==> config.mk <==
export PLATFORM = sky130hd
export DESIGN_NAME = issue_scoreboard
export DESIGN_NICKNAME = d
export VERILOG_FILES = /design/src/rtl/issue_scoreboard_pkg.sv /design/src/rtl/issue_scoreboard_fu_tracker.sv /design/src/rtl/issue_scoreboard.sv
export SDC_FILE = /design/constraint.sdc
export NUM_CORES = 1
export LEC_CHECK = 0
export ABC_AREA = 1
export BUFFER_PORTS_ARGS = -buffer_cell sky130_fd_sc_hd__buf_2
export CAP_MARGIN = 20
export CORE_ASPECT_RATIO = 1.4
export CORE_UTILIZATION = 50
export DETAILED_ROUTE_END_ITERATION = 8
export PLACE_DENSITY = 0.77
export SETUP_SLACK_MARGIN = 0.15
export SYNTH_ARGS = -nofsm -noshare
export SYNTH_HDL_FRONTEND = slang
export SYNTH_SLANG_ARGS = --single-unit
export TNS_END_PERCENT = 100
==> constraint.sdc <==
create_clock -name clk -period 1.6 [get_ports clk]
set_clock_uncertainty 0.05 [all_clocks]
set_input_delay 0.16 -clock clk [delete_from_list [all_inputs] [get_ports clk]]
set_output_delay 0.16 -clock clk [all_outputs]
set_load 0.005 [all_outputs]
==> src/rtl/issue_scoreboard_pkg.sv <==
// ---------------------------------------------------------------------------
// issue_pkg
//   Shared types and constants for the issue scoreboard and its per-unit
//   latency trackers.
//   - unit_e      : encoding of the issue_unit input (0=ALU 1=LD 2=MUL 3=DIV)
//   - *_BIT       : bit position of each unit in dispatch_start / wr_allow /
//                   wb_busy (ALU is the MSB, DIV the LSB)
//   - fu_state_e  : per-unit tracker state
//   - unit_onehot : maps a unit code onto its one-hot bit-vector position
// ---------------------------------------------------------------------------
package issue_pkg;

  localparam int REG_W = 4;
  localparam int NREG  = 16;

  typedef enum logic [1:0] {
    UNIT_ALU = 2'd0,
    UNIT_LD  = 2'd1,
    UNIT_MUL = 2'd2,
    UNIT_DIV = 2'd3
  } unit_e;

  localparam int ALU_BIT = 3;
  localparam int LD_BIT  = 2;
  localparam int MUL_BIT = 1;
  localparam int DIV_BIT = 0;

  typedef enum logic [1:0] {
    FU_IDLE = 2'd0,
    FU_EXEC = 2'd1,
    FU_DONE = 2'd2
  } fu_state_e;

  // The unit code counts up from ALU while the bit vectors count down from
  // ALU, so the mapping goes through the named bit constants.
  function automatic logic [3:0] unit_onehot(input logic [1:0] unit);
    logic [3:0] oh;
    oh = 4'b0000;
    case (unit_e'(unit))
      UNIT_ALU: oh[ALU_BIT] = 1'b1;
      UNIT_LD:  oh[LD_BIT]  = 1'b1;
      UNIT_MUL: oh[MUL_BIT] = 1'b1;
      UNIT_DIV: oh[DIV_BIT] = 1'b1;
      default:  oh = 4'b0000;
    endcase
    return oh;
  endfunction

endpackage

==> src/rtl/issue_scoreboard_fu_tracker.sv <==
// ---------------------------------------------------------------------------
// fu_tracker
//   Tracks one functional unit: IDLE -> EXEC (LAT cycles) -> DONE, then
//   hands the result to the EXE/WB slot as soon as that slot is free.
//   Ports:
//     clk, rst_n  clock, synchronous active-low reset
//     start       accept pulse for this unit (only honoured while idle)
//     rd          destination register captured on start
//     wb_busy     EXE/WB slot of this unit still occupied
//     idle        unit can take a new operation this cycle
//     wr_allow    result handed over this cycle (DONE and slot free)
//     rd_out      destination register of the current/last operation
// ---------------------------------------------------------------------------
module fu_tracker
  import issue_pkg::*;
#(
  parameter int unsigned LAT = 1
) (
  input  logic             clk,
  input  logic             rst_n,
  input  logic             start,
  input  logic [REG_W-1:0] rd,
  input  logic             wb_busy,
  output logic             idle,
  output logic             wr_allow,
  output logic [REG_W-1:0] rd_out
);

  fu_state_e        state_q, state_d;
  logic [3:0]       cnt_q, cnt_d;
  logic [REG_W-1:0] rd_q, rd_d;

  assign idle     = (state_q == FU_IDLE);
  assign wr_allow = (state_q == FU_DONE) && !wb_busy;
  assign rd_out   = rd_q;

  // Next-state logic: the counter is loaded with LAT-1 so that EXEC lasts
  // exactly LAT cycles before DONE.
  always_comb begin
    state_d = state_q;
    cnt_d   = cnt_q;
    rd_d    = rd_q;
    case (state_q)
      FU_IDLE: begin
        if (start) begin
          state_d = FU_EXEC;
          cnt_d   = 4'(LAT - 1);
          rd_d    = rd;
        end else begin
          state_d = FU_IDLE;
        end
      end
      FU_EXEC: begin
        if (cnt_q == 4'd0) begin
          state_d = FU_DONE;
        end else begin
          cnt_d = cnt_q - 4'd1;
        end
      end
      FU_DONE: begin
        // Backpressure: stay in DONE (Rd held) while the slot is occupied.
        if (!wb_busy) begin
          state_d = FU_IDLE;
        end else begin
          state_d = FU_DONE;
        end
      end
      default: begin
        state_d = FU_IDLE;
      end
    endcase
  end

  // State registers; reset drops any in-flight operation.
  always_ff @(posedge clk) begin
    if (!rst_n) begin
      state_q <= FU_IDLE;
      cnt_q   <= 4'd0;
      rd_q    <= {REG_W{1'b0}};
    end else begin
      state_q <= state_d;
      cnt_q   <= cnt_d;
      rd_q    <= rd_d;
    end
  end

endmodule

==> src/rtl/issue_scoreboard.sv <==
// ---------------------------------------------------------------------------
// issue_scoreboard
//   Issue stage: accepts one decoded instruction per cycle when the target
//   unit is idle and there is no RAW/WAW hazard against the 16-entry pending
//   scoreboard, starts the unit, and releases each unit's result to its
//   EXE/WB slot once the unit latency has elapsed. The writeback port clears
//   pending bits.
//   Ports:
//     clk, rst_n               clock, synchronous active-low reset
//     issue_valid/unit/rd/rn/rm/use_rn/use_rm   decoded instruction
//     issue_ready              instruction accepted if issue_valid
//     dispatch_start[3:0]      start pulse per unit ([3]=ALU .. [0]=DIV)
//     wr_allow[3:0]            result ready for the unit's EXE/WB slot
//     alu_rd/ld_rd/mul_rd/div_rd   Rd held by each unit
//     wb_busy[3:0]             EXE/WB slot still occupied
//     wb_valid, wb_rd          writeback retiring wb_rd
//     pending[15:0]            bit r set = write to r outstanding
// ---------------------------------------------------------------------------
module issue_scoreboard
  import issue_pkg::*;
#(
  parameter int unsigned ALU_LAT = 1,
  parameter int unsigned LD_LAT  = 2,
  parameter int unsigned MUL_LAT = 3,
  parameter int unsigned DIV_LAT = 8
) (
  input  logic             clk,
  input  logic             rst_n,
  input  logic             issue_valid,
  input  logic [1:0]       issue_unit,
  input  logic [REG_W-1:0] issue_rd,
  input  logic [REG_W-1:0] issue_rn,
  input  logic [REG_W-1:0] issue_rm,
  input  logic             issue_use_rn,
  input  logic             issue_use_rm,
  output logic             issue_ready,
  output logic [3:0]       dispatch_start,
  output logic [3:0]       wr_allow,
  output logic [REG_W-1:0] alu_rd,
  output logic [REG_W-1:0] ld_rd,
  output logic [REG_W-1:0] mul_rd,
  output logic [REG_W-1:0] div_rd,
  input  logic [3:0]       wb_busy,
  input  logic             wb_valid,
  input  logic [REG_W-1:0] wb_rd,
  output logic [NREG-1:0]  pending
);

  localparam logic [NREG-1:0] ONE_HOT0 = {{(NREG-1){1'b0}}, 1'b1};

  logic [NREG-1:0] pending_q, pending_d;
  logic [NREG-1:0] set_mask_s, clr_mask_s;
  logic [3:0]      unit_oh_s, unit_idle_s;
  logic            unit_free_s, src_hazard_s, accept_s;

  // Hazard checks look only at registered state: a writeback clear in this
  // cycle does not unblock an instruction until the next cycle.
  assign unit_oh_s    = unit_onehot(issue_unit);
  assign unit_free_s  = |(unit_oh_s & unit_idle_s);
  assign src_hazard_s = (issue_use_rn && pending_q[issue_rn])
                     || (issue_use_rm && pending_q[issue_rm]);
  assign issue_ready  = unit_free_s && !pending_q[issue_rd] && !src_hazard_s;
  assign accept_s     = issue_valid && issue_ready;

  assign dispatch_start = accept_s ? unit_oh_s : 4'b0000;

  // Set is applied after clear so a same-register set wins.
  assign clr_mask_s = wb_valid ? (ONE_HOT0 << wb_rd)    : {NREG{1'b0}};
  assign set_mask_s = accept_s ? (ONE_HOT0 << issue_rd) : {NREG{1'b0}};
  assign pending_d  = (pending_q & ~clr_mask_s) | set_mask_s;
  assign pending    = pending_q;

  // Pending-register scoreboard.
  always_ff @(posedge clk) begin
    if (!rst_n) begin
      pending_q <= {NREG{1'b0}};
    end else begin
      pending_q <= pending_d;
    end
  end

  fu_tracker #(.LAT(ALU_LAT)) u_alu (
    .clk      (clk),
    .rst_n    (rst_n),
    .start    (dispatch_start[ALU_BIT]),
    .rd       (issue_rd),
    .wb_busy  (wb_busy[ALU_BIT]),
    .idle     (unit_idle_s[ALU_BIT]),
    .wr_allow (wr_allow[ALU_BIT]),
    .rd_out   (alu_rd)
  );

  fu_tracker #(.LAT(LD_LAT)) u_ld (
    .clk      (clk),
    .rst_n    (rst_n),
    .start    (dispatch_start[LD_BIT]),
    .rd       (issue_rd),
    .wb_busy  (wb_busy[LD_BIT]),
    .idle     (unit_idle_s[LD_BIT]),
    .wr_allow (wr_allow[LD_BIT]),
    .rd_out   (ld_rd)
  );

  fu_tracker #(.LAT(MUL_LAT)) u_mul (
    .clk      (clk),
    .rst_n    (rst_n),
    .start    (dispatch_start[MUL_BIT]),
    .rd       (issue_rd),
    .wb_busy  (wb_busy[MUL_BIT]),
    .idle     (unit_idle_s[MUL_BIT]),
    .wr_allow (wr_allow[MUL_BIT]),
    .rd_out   (mul_rd)
  );

  fu_tracker #(.LAT(DIV_LAT)) u_div (
    .clk      (clk),
    .rst_n    (rst_n),
    .start    (dispatch_start[DIV_BIT]),
    .rd       (issue_rd),
    .wb_busy  (wb_busy[DIV_BIT]),
    .idle     (unit_idle_s[DIV_BIT]),
    .wr_allow (wr_allow[DIV_BIT]),
    .rd_out   (div_rd)
  );

endmodule
==> qor.csv, run 1 <==
stage,metric,value,unit
logic_synthesis,post-synth-top-area-cell,dfxtp_1,
floorplan,coreArea,6570,µm²
timing,finalSetupViolations,57,
cts,cts_buffers,5,
setup_path,path_buf_inv,4,
layout,final_cell_area,4920,µm²
floorplan,num_rows,35,
setup_path,endpoint_kind,primary output,
cts,cts_root_buf,clkbuf_8,
setup_path,cp.required,1.39,ns
global_route,grt_max_degree,39,
placement,pre_cts_ws,-0.261,ns
global_route,grt_use_total,31.4,%
logic_synthesis,synth_seq_cells,56,
layout,fin_nets,677,
floorplan,start_util,51.7,%
setup_path,crit_chain,inv_4 > buf_4 > nor2_1 > a21oi_2 > nand3_1 > nand3_2 > nand3_4 > nor2_8 > nand3b_4 > inv_4 > buf_6,
setup_path,crit_family,simple AND/OR/NAND/NOR gates,
floorplan,die_w,71.7,µm
timing,fin_ws,-0.427,ns
timing,fmax,0.493,GHz
logic_synthesis,syn-cell-area,3400,µm²
timing,rsz0062_at_grt,yes,
logic_synthesis,postSynthAreaPerCell,6.69,µm²
layout,area_growth_syn_to_layout,44.9,%
global_route,grt_pass1_vias,3979,
drt,routedWlPerCell,15.8,µm
setup_path,startpoint_type,flip-flop,
layout,drive_gt1_share,48.4,%
drt,vias,4095,
status,violations,setup timing,
cts,clock_sinks,56,
setup_path,crit_path_max_fanout,6,
logic_synthesis,synthArstFlopShare,0,%
global_route,grt_pass1_wl,17800,µm
timing,tightest_slew,0.497,ns
min_path,min_to,u_div.state_q[1],
timing,finalHoldViolCount,0,
logic_synthesis,synth_edf_count,0,
setup_path,critPathSlowestCell,dfxtp_2,
logic_synthesis,ys_seq_area_share,33.0,%
logic_synthesis,synth_top_cells_by_area,"dfxtp_1, nand2_1, nand3_1",
logic_synthesis,synth_cell_types,35,
placement,hpwl,7410,µm
logic_synthesis,yosys_warnings,0,
cts,cts_buffer_depth,2,
global_route,antenna_found_initial,0,
layout,diodes,0,
placement,port-buffer-count,68,
setup_path,cp_common_cell,inv_4,
setup_path,worstPathArrival,1.82,ns
drt,drc,0,
timing,period_share,127,%
drt,drtPass1Iterations,5,
setup_path,r2r-start,pending[5],
logic_synthesis,synth_top_flop_cell,dfxtp_1,
drt,drt-initial-drc-count,214,
min_path,hold_class,in2reg,
min_path,hp-start,wb_busy[0],
floorplan,die_area,7130,µm²
drt,finalWirelength,11400,µm
pwr,ir_worst_vdd,0.000389,V
timing,period_needed,2.03,ns
cts,tritoncts,done,
placement,place_congestion,0.971,
drt,postRouteAntennaNets,0,
global_route,grt-ovfl-total,0,
setup_path,rr_worst_depth,15,
min_path,hold_depth,3,
cts,clk_pin_slew_worst_paths,0.11,ns
setup_path,crit_type,reg2out,
run,cap_viol_max_count,0,
floorplan,ios,69,
pwr,power-per-cell-area,608,nW/µm²
cts,insertion_delay,0.33,ns
timing,finalMaxSlewViolations,0,
placement,place_area,4220,µm²
timing,finalSetupTns,-15.38,ns
cts,ctsHtreeMaxLevel,2,
pwr,power.leakage,2.38,nW
status,outcome,"finished, violations left",
setup_path,slowest_delay,0.35,ns
logic_synthesis,syn-instance-count,508,
cts,cts_hold_buf,0,
drt,routed_via_density,5.70,
logic_synthesis,yosys.area.top_type_share,33.0,%
setup_path,regToRegSetupSlack,-0.42,ns
timing,relSlewSlack,66.9,%
logic_synthesis,synth_fp_nets,541,
floorplan,die_height,99.5,µm
setup_path,reg2reg_to,u_alu.cnt_q[3],
## area by class of cell
type	instances	area, µm²
Sequential cell	56	1140
Fill cell	478	1650
Multi-Input combinational cell	355	2160
Tap cell	74	92.6
Clock inverter	3	22.5
Timing Repair Buffer	153	1130
Inverter	72	293
Timing Repair inverter	1	8.76
Clock buffer	5	68.8
## sequential cells by signal, summed over array words and instances, names as in the netlist
signal,cells
u_alu.cnt_q,4
u_ld.rd_out,4
u_div.rd_out,4
u_div.cnt_q,4
u_mul.cnt_q,4
u_ld.state_q,2
pending,16
u_ld.cnt_q,4
u_div.state_q,2
u_mul.state_q,2
u_mul.rd_out,4
u_alu.state_q,2
u_alu.rd_out,4
## cell families (layout without fill, tap and decap cells)
| group | after synthesis | count (layout) | share of synthesized area, % |
|---|---|---|---|
| compound gates | 82 | 82 | 13.6 |
| xor+xnor | 1 | 1 | 0.258 |
| fa+ha+maj | 5 | 5 | 1.84 |
| buf+inv | 97 | 234 | 13.2 |
| flops | 56 | 56 | 33.0 |
| simple gates | 267 | 267 | 38.1 |
## stage by stage
stage	utilization (%)	hold WS (ns)	instances	total power [W]
3_5_place_dp	64.2	0.401	690	0.00204
4_1_cts	71.7	0.0540	713	0.00294
6_report	74.9	0.0481	719	0.00299
5_1_grt	74.9	0.0513	719	0.00310
2_1_floorplan	-	0.256	508	0.00184
3_3_place_gp	64.2	0.395	690	0.00202
## cells in the final DEF, fill, tap and decap left out, types with 3 or more instances in the layout
cell / n
clkbuf_8: 5
buf_2: 64
nand2_2: 20
nand3_4: 4
a21oi_1: 10
dfxtp_1: 41
buf_6: 24
nand2_1: 71
nor2_1: 60
o21ai_0: 16
inv_1: 46
nand3_2: 24
ha_1: 4
a31oi_1: 5
buf_4: 61
nand3_1: 37
nand4_1: 8
a21oi_2: 30
o21ai_2: 16
inv_2: 16
nand2_4: 4
nor4_1: 4
clkinv_4: 3
dfxtp_2: 14
nor3_1: 24
inv_4: 7
nor2_2: 4
## synth_stat cells (all sizes together), types with 5 or more instances
master  count
nand3      65
nor3       24
a31oi       5
nand2      96
a21oi      40
o21ai      35
inv        69
ha          5
dfxtp      56
nand4       8
buf        21
nor2       65
## metal layers
metal	share of wire, %	wire (µm)	global-route usage, %	vias up
li1	-	-	-	1928
met1	36	4110	30.7	1908
met2	53	6030	58.2	200
met3	4.8	544	5.27	59
met4	6.1	698	22.9	0
met5	0	0	0	-
## timing repair
| action | CTS | global route |
|---|---|---|
| pin swaps | 31 | 31 |
| buffers inserted | 12 | 6 |
| gates resized for setup | 78 | 44 |
| endpoints found under the setup margin | 58 | 59 |
| cloned | 3 | 0 |
## worst min-delay path: stages
cell and delay, ns:
buf_2 0.10, nand3_1 0.07, a21oi_1 0.06
## worst max-delay path by stage
stage                      from                end  slack, ns  cells after the start
global route         pending[0]     u_alu.cnt_q[3]      -0.56                     16
global placement    issue_rn[0]     u_div.cnt_q[0]      -0.21                     14
detailed placement  issue_rd[1]     u_ld.rd_out[1]      -0.26                     12
CTS                  pending[0]  dispatch_start[3]      -0.37                     12
floorplan            pending[9]     u_ld.rd_out[2]       0.03                     13
finish               pending[5]  dispatch_start[3]      -0.43                     11
## power by group
part	internal, W	switching, W	total (W)
combinational	0.000291	0.000409	0.000700
clock	0.000316	0.000522	0.000837
sequential	0.00143	0.0000255	0.00146
Note: power is estimated with default switching activity, not from simulation.
==> inputs of run 2 (changes only) <==
--- a/config.mk
+++ b/config.mk
@@ -8,7 +8,7 @@
 export ABC_AREA = 1
 export BUFFER_PORTS_ARGS = -buffer_cell sky130_fd_sc_hd__buf_2
 export CAP_MARGIN = 20
-export CORE_ASPECT_RATIO = 1.4
+export CORE_ASPECT_RATIO = 0.7
 export CORE_UTILIZATION = 50
 export DETAILED_ROUTE_END_ITERATION = 8
 export PLACE_DENSITY = 0.77
==> qor.csv, run 2 (synthesized netlist as in run 1, its figures left out) <==
stage,metric,value,unit
status,outcome,"finished, violations left",
status,violations,setup timing,
cts,cts_hold_buf,0,
layout,fillers,398,
global_route,met1_usage,45.3,%
timing,finalHoldViolCount,0,
pwr,ir_worst_vdd,0.000422,V
timing,period_needed,2.13,ns
global_route,grt_pass1_vias,3603,
run,cap_viol_max_count,0,
floorplan,die_w,101,µm
layout,fin_nets,671,
placement,place_area,4200,µm²
pwr,power-per-cell-area,644,nW/µm²
global_route,grt_pass1_wl,17900,µm
timing,rsz0062_at_grt,yes,
cts,cts_buffer_depth,2,
setup_path,startpoint_type,flip-flop,
cts,clock_sinks,56,
timing,fin_ws,-0.533,ns
drt,drc,0,
placement,hpwl,7530,µm
drt,postRouteAntennaNets,0,
global_route,use_met3,7.91,%
timing,finalSetupViolations,57,
timing,fmax,0.469,GHz
drt,drt-initial-drc-count,465,
layout,drive_gt1_share,47.3,%
setup_path,crit_type,reg2out,
pwr,power.leakage,2.47,nW
global_route,grt_use_total,32.3,%
layout,largest_reg_flops,16,
layout,final_common_cell,nand2_1,
setup_path,crit_path_max_fanout,5,
cts,cts_root_buf,clkbuf_8,
min_path,hp-start,wb_busy[0],
timing,finalSetupTns,-23.56,ns
min_path,hold_class,in2reg,
drt,vias,4300,
drt,routed_via_density,5.89,
timing,finalMaxSlewViolations,0,
cts,clk_pin_slew_worst_paths,0.11,ns
layout,mostFrequentLayoutCells,"nand2_1, buf_2, nor2_1",
drt,routedWlPerCell,17.9,µm
global_route,grt_max_degree,39,
setup_path,r2r-start,pending[15],
floorplan,die_height,71.0,µm
layout,area_growth_syn_to_layout,49.1,%
placement,place_congestion,0.916,
floorplan,ios,69,
timing,period_share,133,%
floorplan,die_area,7130,µm²
floorplan,num_rows,24,
global_route,antenna_found_initial,0,
placement,port-buffer-count,68,
floorplan,start_util,53.1,%
timing,relSlewSlack,62.5,%
drt,finalWirelength,13100,µm
cts,tritoncts,done,
placement,pre_cts_ws,-0.228,ns
global_route,met2_usage,48.5,%
setup_path,cp-startpoint,pending[15],
cts,cts_buffers,5,
setup_path,endpoint_kind,primary output,
drt,drtPass1Iterations,5,
cts,ctsHtreeMaxLevel,2,
cts,insertion_delay,0.33,ns
setup_path,worstPathArrival,1.92,ns
timing,tightest_slew,0.562,ns
layout,diodes,0,
floorplan,coreArea,6400,µm²
global_route,grt-busiest-layer,met2,
setup_path,regToRegSetupSlack,-0.51,ns
setup_path,cp.required,1.39,ns
layout,final_cell_area,5060,µm²
global_route,grt-ovfl-total,0,
==> run 2: report_power, final <==
| group | switching, W | leakage, nW | internal, W |
|---|---|---|---|
| combinational | 0.000459 | 1.95 | 0.000303 |
| sequential | 0.0000284 | 0.460 | 0.00143 |
| clock | 0.000527 | 0.0614 | 0.000514 |
==> run 2: worst paths after layout <==
path | cells past startpoint | end
min reg2reg | 2 | u_mul.rd_out[1]
max | 12 | dispatch_start[2]
min | 3 | u_div.state_q[1]
max reg2reg | 14 | u_mul.cnt_q[3]
==> run 2: stage by stage <==
stage / power [W] / cells / hold slack, ns / util [%]
after floorplan: 0.00184 / 508 / 0.256 / -
after global placement: 0.00202 / 700 / 0.397 / 65.7
after detailed placement: 0.00203 / 700 / 0.397 / 65.7
after CTS: 0.00313 / 722 / 0.0554 / 74.4
after global routing: 0.00335 / 730 / 0.0610 / 79.2
final: 0.00326 / 730 / 0.0645 / 79.2
==> run 2: worst max-delay path: stages, from the launching register on <==
cell and delay [ns]:
dfxtp_2 0.35, inv_2 0.09, nand2_1 0.09, nand3_2 0.08, nand3_1 0.07, nand3_1 0.08
nand2_1 0.09, nand2_2 0.14, nand2_4 0.08, nor2_8 0.21, nand3_4 0.13, inv_4 0.10
buf_6 0.09
==> run 2: area by class of cell <==
type | instances | area, µm² | share of cell area (%)
Clock inverter | 2 | 38.8 | 0.766
Clock buffer | 6 | 82.6 | 1.63
Multi-Input combinational cell | 355 | 2250 | 44.5
Timing Repair inverter | 1 | 16.3 | 0.321
Sequential cell | 56 | 1140 | 22.5
Timing Repair Buffer | 147 | 1110 | 22.0
Inverter | 72 | 305 | 6.03
Tap cell | 91 | 114 | 2.25
==> run 2: repair_timing <==
action,4_1_cts,5_1_grt
gates cloned,3,0
setup buffers,11,8
gates resized for setup,75,59
pin swaps,21,36
endpoints found under the setup margin,59,60
==> run 2: layer usage <==
metal | share of wire [%] | vias to the layer above | wire length (µm)
li1 | - | 1917 | -
met1 | 39 | 1987 | 5160
met2 | 45 | 311 | 5890
met3 | 11 | 85 | 1450
met4 | 4.4 | 0 | 571
met5 | 0 | - | 0
